**src/rtl/riscv_pkg.sv**
```systemverilog
// Shared RV32I decode definitions: ALU op codes, encoding constants and the
// decoded-control bundle carried by the decode slot.
package riscv_pkg;

   localparam int XLEN = 32;
   localparam int OP_W = 6;

   localparam logic [OP_W-1:0] ALU_ADD   = 6'd0;
   localparam logic [OP_W-1:0] ALU_SUB   = 6'd1;
   localparam logic [OP_W-1:0] ALU_XOR   = 6'd2;
   localparam logic [OP_W-1:0] ALU_OR    = 6'd3;
   localparam logic [OP_W-1:0] ALU_AND   = 6'd4;
   localparam logic [OP_W-1:0] ALU_SLL   = 6'd5;
   localparam logic [OP_W-1:0] ALU_SRL   = 6'd6;
   localparam logic [OP_W-1:0] ALU_SRA   = 6'd7;
   localparam logic [OP_W-1:0] ALU_SLT   = 6'd8;
   localparam logic [OP_W-1:0] ALU_SLTU  = 6'd9;
   localparam logic [OP_W-1:0] ALU_ADDI  = 6'd10;
   localparam logic [OP_W-1:0] ALU_XORI  = 6'd11;
   localparam logic [OP_W-1:0] ALU_ORI   = 6'd12;
   localparam logic [OP_W-1:0] ALU_ANDI  = 6'd13;
   localparam logic [OP_W-1:0] ALU_SLLI  = 6'd14;
   localparam logic [OP_W-1:0] ALU_SRLI  = 6'd15;
   localparam logic [OP_W-1:0] ALU_SRAI  = 6'd16;
   localparam logic [OP_W-1:0] ALU_SLTI  = 6'd17;
   localparam logic [OP_W-1:0] ALU_SLTIU = 6'd18;
   localparam logic [OP_W-1:0] ALU_AUIPC = 6'd19;

   localparam logic [6:0] OPC_OP     = 7'b0110011;
   localparam logic [6:0] OPC_OP_IMM = 7'b0010011;
   localparam logic [6:0] OPC_LUI    = 7'b0110111;
   localparam logic [6:0] OPC_AUIPC  = 7'b0010111;
   localparam logic [6:0] OPC_LOAD   = 7'b0000011;
   localparam logic [6:0] OPC_STORE  = 7'b0100011;
   localparam logic [6:0] OPC_BRANCH = 7'b1100011;

   localparam logic [2:0] F3_ADD_SUB = 3'b000;
   localparam logic [2:0] F3_SLL     = 3'b001;
   localparam logic [2:0] F3_SLT     = 3'b010;
   localparam logic [2:0] F3_SLTU    = 3'b011;
   localparam logic [2:0] F3_XOR     = 3'b100;
   localparam logic [2:0] F3_SRL_SRA = 3'b101;
   localparam logic [2:0] F3_OR      = 3'b110;
   localparam logic [2:0] F3_AND     = 3'b111;
   localparam logic [2:0] F3_LW      = 3'b010;
   localparam logic [2:0] F3_SW      = 3'b010;
   localparam logic [2:0] F3_BEQ     = 3'b000;
   localparam logic [2:0] F3_BNE     = 3'b001;

   localparam logic [6:0] F7_BASE = 7'b0000000;
   localparam logic [6:0] F7_ALT  = 7'b0100000;

   typedef struct packed {
      logic [OP_W-1:0] alu_op;
      logic [4:0]      rs1;
      logic [4:0]      rs2;
      logic [4:0]      rd;
      logic [XLEN-1:0] imm;
      logic            use_imm;
      logic            reg_write;
      logic            mem_read;
      logic            mem_write;
      logic            branch;
      logic            branch_ne;
      logic            illegal;
   } dec_ctrl_t;

   function automatic logic [XLEN-1:0] sext12(input logic [11:0] v);
      return {{20{v[11]}}, v};
   endfunction

   function automatic logic [XLEN-1:0] sext13(input logic [12:0] v);
      return {{19{v[12]}}, v};
   endfunction

   // Only R-type, store and branch formats carry a real rs2 operand.
   function automatic logic opcode_reads_rs2(input logic [6:0] opc);
      return (opc == OPC_OP) || (opc == OPC_STORE) || (opc == OPC_BRANCH);
   endfunction

endpackage

```
**src/rtl/instr_decode_stage_if.sv**
```systemverilog
// Fetch-side and execute-side handshake bundle of the decode stage.
interface instr_decode_stage_if;
   import riscv_pkg::*;

   logic            in_valid;
   logic            in_ready;
   logic [XLEN-1:0] instr;
   logic [XLEN-1:0] pc_in;
   logic            flush;
   logic            out_valid;
   logic            out_ready;
   logic [OP_W-1:0] alu_op;
   logic [4:0]      rs1;
   logic [4:0]      rs2;
   logic [4:0]      rd;
   logic [XLEN-1:0] imm;
   logic            use_imm;
   logic [XLEN-1:0] pc_out;
   logic            reg_write;
   logic            mem_read;
   logic            mem_write;
   logic            branch;
   logic            branch_ne;
   logic            illegal;

   modport master (
      output in_valid, instr, pc_in, flush, out_ready,
      input  in_ready, out_valid, alu_op, rs1, rs2, rd, imm, use_imm, pc_out,
             reg_write, mem_read, mem_write, branch, branch_ne, illegal
   );

   modport slave (
      input  in_valid, instr, pc_in, flush, out_ready,
      output in_ready, out_valid, alu_op, rs1, rs2, rd, imm, use_imm, pc_out,
             reg_write, mem_read, mem_write, branch, branch_ne, illegal
   );

endinterface

```
**src/rtl/instr_decode_comb.sv**
```systemverilog
// Pure combinational RV32I subset decoder: instruction word to ALU controls,
// register indices and immediate.
module instr_decode_comb
   import riscv_pkg::*;
(
   input  logic [XLEN-1:0] instr,
   output dec_ctrl_t       ctrl,
   output logic            reads_rs2
);

   logic [6:0] opcode_s;
   logic [2:0] funct3_s;
   logic [6:0] funct7_s;
   logic [4:0] rd_s;
   logic [4:0] rs1_s;
   logic [4:0] rs2_s;
   dec_ctrl_t  dec_s;
   logic       bad_s;

   assign opcode_s  = instr[6:0];
   assign rd_s      = instr[11:7];
   assign funct3_s  = instr[14:12];
   assign rs1_s     = instr[19:15];
   assign rs2_s     = instr[24:20];
   assign funct7_s  = instr[31:25];
   assign reads_rs2 = opcode_reads_rs2(opcode_s);

   // Per-format field extraction; bad_s flags any encoding outside the subset.
   always_comb begin
      dec_s = '0;
      bad_s = 1'b0;
      case (opcode_s)
         OPC_OP: begin
            dec_s.rs1       = rs1_s;
            dec_s.rs2       = rs2_s;
            dec_s.rd        = rd_s;
            dec_s.reg_write = (rd_s != 5'd0);
            if (funct7_s == F7_BASE) begin
               case (funct3_s)
                  F3_ADD_SUB: dec_s.alu_op = ALU_ADD;
                  F3_SLL:     dec_s.alu_op = ALU_SLL;
                  F3_SLT:     dec_s.alu_op = ALU_SLT;
                  F3_SLTU:    dec_s.alu_op = ALU_SLTU;
                  F3_XOR:     dec_s.alu_op = ALU_XOR;
                  F3_SRL_SRA: dec_s.alu_op = ALU_SRL;
                  F3_OR:      dec_s.alu_op = ALU_OR;
                  F3_AND:     dec_s.alu_op = ALU_AND;
                  default:    bad_s = 1'b1;
               endcase
            end else if (funct7_s == F7_ALT) begin
               case (funct3_s)
                  F3_ADD_SUB: dec_s.alu_op = ALU_SUB;
                  F3_SRL_SRA: dec_s.alu_op = ALU_SRA;
                  default:    bad_s = 1'b1;
               endcase
            end else begin
               bad_s = 1'b1;
            end
         end
         OPC_OP_IMM: begin
            dec_s.rs1       = rs1_s;
            dec_s.rd        = rd_s;
            dec_s.use_imm   = 1'b1;
            dec_s.reg_write = (rd_s != 5'd0);
            dec_s.imm       = sext12(instr[31:20]);
            case (funct3_s)
               F3_ADD_SUB: dec_s.alu_op = ALU_ADDI;
               F3_SLT:     dec_s.alu_op = ALU_SLTI;
               F3_SLTU:    dec_s.alu_op = ALU_SLTIU;
               F3_XOR:     dec_s.alu_op = ALU_XORI;
               F3_OR:      dec_s.alu_op = ALU_ORI;
               F3_AND:     dec_s.alu_op = ALU_ANDI;
               F3_SLL: begin
                  dec_s.imm = {27'd0, rs2_s};
                  if (funct7_s == F7_BASE) begin
                     dec_s.alu_op = ALU_SLLI;
                  end else begin
                     bad_s = 1'b1;
                  end
               end
               F3_SRL_SRA: begin
                  dec_s.imm = {27'd0, rs2_s};
                  if (funct7_s == F7_BASE) begin
                     dec_s.alu_op = ALU_SRLI;
                  end else if (funct7_s == F7_ALT) begin
                     dec_s.alu_op = ALU_SRAI;
                  end else begin
                     bad_s = 1'b1;
                  end
               end
               default: bad_s = 1'b1;
            endcase
         end
         OPC_LUI: begin
            dec_s.alu_op    = ALU_ADDI;
            dec_s.rd        = rd_s;
            dec_s.use_imm   = 1'b1;
            dec_s.reg_write = (rd_s != 5'd0);
            dec_s.imm       = {instr[31:12], 12'd0};
         end
         OPC_AUIPC: begin
            // The execute ALU applies the 12-bit shift for AUIPC itself.
            dec_s.alu_op    = ALU_AUIPC;
            dec_s.rd        = rd_s;
            dec_s.use_imm   = 1'b1;
            dec_s.reg_write = (rd_s != 5'd0);
            dec_s.imm       = {12'd0, instr[31:12]};
         end
         OPC_LOAD: begin
            dec_s.alu_op    = ALU_ADDI;
            dec_s.rs1       = rs1_s;
            dec_s.rd        = rd_s;
            dec_s.use_imm   = 1'b1;
            dec_s.imm       = sext12(instr[31:20]);
            dec_s.mem_read  = 1'b1;
            dec_s.reg_write = (rd_s != 5'd0);
            bad_s           = (funct3_s != F3_LW);
         end
         OPC_STORE: begin
            dec_s.alu_op    = ALU_ADDI;
            dec_s.rs1       = rs1_s;
            dec_s.rs2       = rs2_s;
            dec_s.use_imm   = 1'b1;
            dec_s.imm       = sext12({funct7_s, rd_s});
            dec_s.mem_write = 1'b1;
            bad_s           = (funct3_s != F3_SW);
         end
         OPC_BRANCH: begin
            dec_s.alu_op    = ALU_SUB;
            dec_s.rs1       = rs1_s;
            dec_s.rs2       = rs2_s;
            dec_s.imm       = sext13({instr[31], instr[7], instr[30:25], instr[11:8], 1'b0});
            dec_s.branch    = (funct3_s == F3_BEQ);
            dec_s.branch_ne = (funct3_s == F3_BNE);
            bad_s           = (funct3_s != F3_BEQ) && (funct3_s != F3_BNE);
         end
         default: bad_s = 1'b1;
      endcase
   end

   // Illegal encodings collapse to an all-zero bundle with only illegal set.
   always_comb begin
      ctrl = dec_s;
      if (bad_s) begin
         ctrl         = '0;
         ctrl.illegal = 1'b1;
      end else begin
         ctrl = dec_s;
      end
   end

endmodule

```
**src/rtl/instr_decode_stage.sv**
```systemverilog
// RV32I decode stage: one registered decode slot with valid/ready on both
// sides, a one-bubble load-use interlock and a branch flush.
module instr_decode_stage
   import riscv_pkg::*;
(
   input  logic                clock,
   input  logic                reset,
   instr_decode_stage_if.slave bus
);

   dec_ctrl_t       dec_s;
   logic            reads_rs2_s;
   dec_ctrl_t       slot_r;
   logic [XLEN-1:0] pc_r;
   logic            valid_r;
   logic            hazard_s;
   logic            ready_s;
   logic            load_s;

   instr_decode_comb u_decode (
      .instr     (bus.instr),
      .ctrl      (dec_s),
      .reads_rs2 (reads_rs2_s)
   );

   // rs1 is compared unconditionally; rs2 only for formats that read it.
   assign hazard_s = valid_r & slot_r.mem_read & (slot_r.rd != 5'd0) &
                     ((bus.instr[19:15] == slot_r.rd) |
                      (reads_rs2_s & (bus.instr[24:20] == slot_r.rd)));

   // Accept when the slot frees up this cycle, with no interlock or flush.
   always_comb begin
      ready_s = 1'b0;
      if (reset) begin
         ready_s = 1'b0;
      end else begin
         ready_s = (~valid_r | bus.out_ready) & ~hazard_s & ~bus.flush;
      end
   end

   assign load_s = bus.in_valid & ready_s;

   // Decode slot: flush wins, then load, then drain; otherwise hold.
   always_ff @(posedge clock or posedge reset) begin
      if (reset) begin
         valid_r <= 1'b0;
         slot_r  <= '0;
         pc_r    <= '0;
      end else if (bus.flush) begin
         valid_r <= 1'b0;
      end else if (load_s) begin
         valid_r <= 1'b1;
         slot_r  <= dec_s;
         pc_r    <= bus.pc_in;
      end else if (bus.out_ready) begin
         valid_r <= 1'b0;
      end
   end

   assign bus.in_ready  = ready_s;
   assign bus.out_valid = valid_r;
   assign bus.alu_op    = slot_r.alu_op;
   assign bus.rs1       = slot_r.rs1;
   assign bus.rs2       = slot_r.rs2;
   assign bus.rd        = slot_r.rd;
   assign bus.imm       = slot_r.imm;
   assign bus.use_imm   = slot_r.use_imm;
   assign bus.pc_out    = pc_r;
   assign bus.reg_write = slot_r.reg_write;
   assign bus.mem_read  = slot_r.mem_read;
   assign bus.mem_write = slot_r.mem_write;
   assign bus.branch    = slot_r.branch;
   assign bus.branch_ne = slot_r.branch_ne;
   assign bus.illegal   = slot_r.illegal;

endmodule

```
**src/flat_wrapper.sv**
```systemverilog
// flat-port wrapper written by rule: the top's interface ports become plain ports
module instr_decode_stage_flat import riscv_pkg::*;
  (clock, reset, bus_in_valid, bus_instr, bus_pc_in, bus_flush, bus_out_ready, bus_in_ready, bus_out_valid, bus_alu_op, bus_rs1, bus_rs2, bus_rd, bus_imm, bus_use_imm, bus_pc_out, bus_reg_write, bus_mem_read, bus_mem_write, bus_branch, bus_branch_ne, bus_illegal);
  instr_decode_stage_if bus_i ();
  input  logic clock;
  input  logic reset;
  input wire logic [$bits(bus_i.in_valid)-1:0] bus_in_valid;
  input wire logic [$bits(bus_i.instr)-1:0] bus_instr;
  input wire logic [$bits(bus_i.pc_in)-1:0] bus_pc_in;
  input wire logic [$bits(bus_i.flush)-1:0] bus_flush;
  input wire logic [$bits(bus_i.out_ready)-1:0] bus_out_ready;
  output wire logic [$bits(bus_i.in_ready)-1:0] bus_in_ready;
  output wire logic [$bits(bus_i.out_valid)-1:0] bus_out_valid;
  output wire logic [$bits(bus_i.alu_op)-1:0] bus_alu_op;
  output wire logic [$bits(bus_i.rs1)-1:0] bus_rs1;
  output wire logic [$bits(bus_i.rs2)-1:0] bus_rs2;
  output wire logic [$bits(bus_i.rd)-1:0] bus_rd;
  output wire logic [$bits(bus_i.imm)-1:0] bus_imm;
  output wire logic [$bits(bus_i.use_imm)-1:0] bus_use_imm;
  output wire logic [$bits(bus_i.pc_out)-1:0] bus_pc_out;
  output wire logic [$bits(bus_i.reg_write)-1:0] bus_reg_write;
  output wire logic [$bits(bus_i.mem_read)-1:0] bus_mem_read;
  output wire logic [$bits(bus_i.mem_write)-1:0] bus_mem_write;
  output wire logic [$bits(bus_i.branch)-1:0] bus_branch;
  output wire logic [$bits(bus_i.branch_ne)-1:0] bus_branch_ne;
  output wire logic [$bits(bus_i.illegal)-1:0] bus_illegal;
  assign bus_i.in_valid = bus_in_valid;
  assign bus_i.instr = bus_instr;
  assign bus_i.pc_in = bus_pc_in;
  assign bus_i.flush = bus_flush;
  assign bus_i.out_ready = bus_out_ready;
  assign bus_in_ready = bus_i.in_ready;
  assign bus_out_valid = bus_i.out_valid;
  assign bus_alu_op = bus_i.alu_op;
  assign bus_rs1 = bus_i.rs1;
  assign bus_rs2 = bus_i.rs2;
  assign bus_rd = bus_i.rd;
  assign bus_imm = bus_i.imm;
  assign bus_use_imm = bus_i.use_imm;
  assign bus_pc_out = bus_i.pc_out;
  assign bus_reg_write = bus_i.reg_write;
  assign bus_mem_read = bus_i.mem_read;
  assign bus_mem_write = bus_i.mem_write;
  assign bus_branch = bus_i.branch;
  assign bus_branch_ne = bus_i.branch_ne;
  assign bus_illegal = bus_i.illegal;
  instr_decode_stage u_core (.clock(clock), .reset(reset), .bus(bus_i));
endmodule
```
**config.mk**
```make
export PLATFORM = sky130hd
export DESIGN_NAME = instr_decode_stage_flat
export DESIGN_NICKNAME = d
export VERILOG_FILES = /design/src/rtl/riscv_pkg.sv /design/src/rtl/instr_decode_stage_if.sv /design/src/rtl/instr_decode_comb.sv /design/src/rtl/instr_decode_stage.sv /design/src/flat_wrapper.sv
export SDC_FILE = /design/constraint.sdc
export NUM_CORES = 1
export LEC_CHECK = 0
export BUFFER_PORTS_ARGS = -buffer_cell sky130_fd_sc_hd__buf_2
export CORE_MARGIN = 2
export CORE_UTILIZATION = 50
export CTS_CLUSTER_DIAMETER = 80
export CTS_CLUSTER_SIZE = 40
export DETAILED_ROUTE_END_ITERATION = 7
export GPL_TIMING_DRIVEN = 1
export PLACE_DENSITY = 0.79
export SLEW_MARGIN = 15
export SYNTH_ARGS = -nofsm -noshare
export SYNTH_HDL_FRONTEND = slang
export SYNTH_HIERARCHICAL = 1
export SYNTH_SLANG_ARGS = --single-unit
```
**constraint.sdc**
```tcl
create_clock -name clock -period 3.21 [get_ports clock]
set_clock_uncertainty 0.1 [all_clocks]
set_input_delay 0.1605 -clock clock [delete_from_list [all_inputs] [get_ports clock]]
set_output_delay 0.1605 -clock clock [all_outputs]
set_load 0.02 [all_outputs]
```
==> flow_summary.yaml <==
critical_path:
  r2r-start: "u_core/bus.rd[3]$_DFFE_PP0P_"
  timing.rr.end: "u_core/bus.out_valid$_DFFE_PP0P_"
  worst-endpoint-required_ns: 3.38
  crit_type: "flop to flop"
  cp.arrival_ns: 2.95
  crit_fanout: 35
  crit_path_end_kind: "flop"
  r2r_setup_slack_ns: 0.43
  start_kind: "flop"
  rr_worst_depth: 7
place:
  portBuffers: 162
  place_congestion: 0.9753
  place_area_um2: 6028
  dpl.hpwl_um: 9886
clocking:
  clock_latency_ns: 0.38
  clk_pin_slew_ns: 0.10
  cts_buffer_depth: 2
  tritoncts: "built"
  htreeDepth: 3
  cts_made_buffers: 9
  cts_setup_buffers: 0
  cts_root_buf: "clkbuf_8"
  cts_sinks: 93
logic_synthesis:
  synth_top_area_share_pct: 45.32
  syn_inst: 446
  synthArstFlopShare_pct: 100.0
  syn_avg_cell_area_um2: 11.51
  ys.flop_type: "dfrtp_1"
  yosys.area.top_type: "dfrtp_1"
  yosysMostFrequentCell: "dfrtp_1"
  synth_area_leaders: "dfrtp_1 45%, mux2_4 20%, mux2_2 6.4%, nand2_1 4.7%, a21oi_1 3.4%"
  yosysSeqAreaShare_pct: 45.32
  ys_types: 49
  synth-edff-count: 0
  syn_area_um2: 5135
  yosysWarnings: 6
  netlist_top_cells_count: "93 x dfrtp_1, 69 x mux2_4, 64 x nand2_1"
  synthesis.nets: 515
  ys_ff_latch: 93
pwr:
  combinationalPowerShare_pct: 22.0
  p_seq_share_pct: 48.9
  switching_share_pct: 32.05
  ir_drop_mv: 0.2249
  power_w: 0.002679
  power_density_nw_per_um2: 407.8
  switchingPower_w: 0.0008587
  p_leak_nw: 3.355
  p_int_w: 0.001820
  clockPowerShare_pct: 29.2
timing:
  setup_viol: 0
  finalSetupTns_ns: 0
  post-route-period-util_pct: 86.64
  rsz0062_at_grt: "false"
  tightest_slew_ns: 1.027
  slew_viol_final: 0
  fin_crit_ns: 2.781
  finalHoldViolations: 0
  relSlewSlack_pct: 31.45
  maxClockFrequency_ghz: 0.3595
layout:
  nNetsFinal: 702
  syn_to_final_growth_pct: 27.92
  final_area_um2: 6569
  fin_util_pct: 66.59
  layout-drive-gt1-share_pct: 46.24
routing:
  dr.pass1.iters: 5
  via_per_inst: 5.551
  route.detailed.drc: 0
  vias: 4285
  wl_um: 14740
  drt_iter0_drc: 405
  wl_per_cell_um: 19.09
  antenna_left: 0
hold_path:
  hold_path_depth: 4
  worstHoldStart: "bus_instr[10]"
  hold_path_class: "input port to flop"
  worstHoldEndpoint: "u_core/bus.rd[3]$_DFFE_PP0P_"
floorplan:
  initial_utilization_pct: 52.05
  io_pins: 163
  rows: 36
  die_y_um: 105.3
  die_x_um: 105.3
  die_area_um2: 11100
  core_region_area_um2: 9864
global_route:
  antenna_found_initial: 1
  grt_max_degree: 58
  grt_overflow: 0
  grt_usage_pct: 27.23
  grt_pass1_vias: 4299
  grt_pass1_wl_um: 23650
run:
  drv_cap: 0
status:
  status: "finished, final reports clean"
[critical path, stage by stage, from the launching register on]
cell,delay [ns]
dfrtp_1,0.48
xor2_1,0.19
nor4_1,0.27
a32oi_1,0.23
o211ai_4,0.35
buf_12,0.30
o21ai_0,0.15
dlygate4sd3_1,0.58
[registers in the layout (all words and copies together) (netlist names)]
register              flops
u_core/bus.imm           32
u_core/bus.illegal        1
u_core/bus.rd             5
u_core/bus.branch         1
u_core/bus.out_valid      1
u_core/bus.alu_op         6
u_core/bus.branch_ne      1
u_core/bus.use_imm        1
u_core/bus.mem_write      1
u_core/bus.rs1            5
u_core/bus.rs2            5
u_core/bus.pc_out        32
u_core/bus.mem_read       1
u_core/bus.reg_write      1
[layer usage]
| layer | global-route usage (%) | part of all wire, % | vias up |
|---|---|---|---|
| li1 | - | - | 1940 |
| met1 | 37.35 | 42 | 2096 |
| met2 | 42.90 | 48 | 217 |
| met3 | 4.700 | 6.8 | 32 |
| met4 | 10.86 | 3.2 | 0 |
| met5 | 0 | 0 | - |
[power groups by stage]
stage                     Sequential (W)  Clock (W)  Combinational, W
after global routing             0.00132   0.000857          0.000622
after global placement           0.00132          0          0.000531
after floorplan                  0.00144          0          0.000230
after detailed placement         0.00133          0          0.000542
final                            0.00131   0.000781          0.000588
after CTS                        0.00131   0.000797          0.000578
[placed cells by master, fill, tap and decap left out, drive strengths merged, types with 5 or more instances in the layout]
| cell type | instances |
|---|---|
| nor3 | 6 |
| o211ai | 5 |
| nand2 | 64 |
| a22oi | 5 |
| nor2 | 29 |
| xor2 | 10 |
| mux2 | 98 |
| a21oi | 35 |
| dlygate4sd3 | 35 |
| nand3 | 7 |
| buf | 171 |
| nor4 | 5 |
| o21ai | 10 |
| inv | 7 |
| clkbuf | 9 |
| nand2b | 5 |
| dfrtp | 93 |
[area by class of cell]
cell class	instances	area, um2
Sequential cell	93	2327
Fill cell	736	3296
Antenna cell	1	2.502
Tap cell	133	166.4
Clock inverter	7	63.81
Clock buffer	9	123.9
Timing Repair Buffer	206	1279
Inverter	4	16.27
Multi-Input combinational cell	319	2590
[stage by stage]
step / setup WS, ns / instances / hold WS (ns)
detailed placement: 0.5054 / 720 / 0.2927
CTS: 0.4740 / 771 / 0.07957
global route: 0.3073 / 772 / 0.1042
global placement: 0.5938 / 720 / 0.2877
finish: 0.4287 / 772 / 0.1002
floorplan: 0.5292 / 446 / 0.1678
[how the worst max path moves through the flow]
stage,start,to,slack (ns)
final,u_core/bus.rd[3]$_DFFE_PP0P_,u_core/bus.out_valid$_DFFE_PP0P_,0.43
after global routing,u_core/bus.rd[2]$_DFFE_PP0P_,u_core/bus.out_valid$_DFFE_PP0P_,0.31
after CTS,u_core/bus.rd[2]$_DFFE_PP0P_,u_core/bus.out_valid$_DFFE_PP0P_,0.47
after detailed placement,bus_instr[5],u_core/bus.pc_out[8]$_DFFE_PP0P_,0.51
after global placement,bus_instr[5],u_core/bus.pc_out[8]$_DFFE_PP0P_,0.59
after floorplan,reset,u_core/bus.alu_op[0]$_DFFE_PP0P_,0.53
[cells by family (layout without fill, tap and decap cells)]
group                  count (synthesis)  in the layout  share of synthesized area [%]
other                                  1              2                        0.07303
flip-flops                            93             93                          45.32
multiplexers                          98             98                          26.53
AND/OR/NAND/NOR                      138            138                          13.18
XOR/XNOR                              11             11                          1.876
buffers and inverters                 34            226                          4.410
AO/OA/AOI/OAI                         71             71                          8.601
[timing repair]
action | CTS | global route
hold buffers | 35 | 0
endpoints found under the hold margin | 89 | 0
resized for setup | 0 | 0
(Power assumes the default switching activity.)
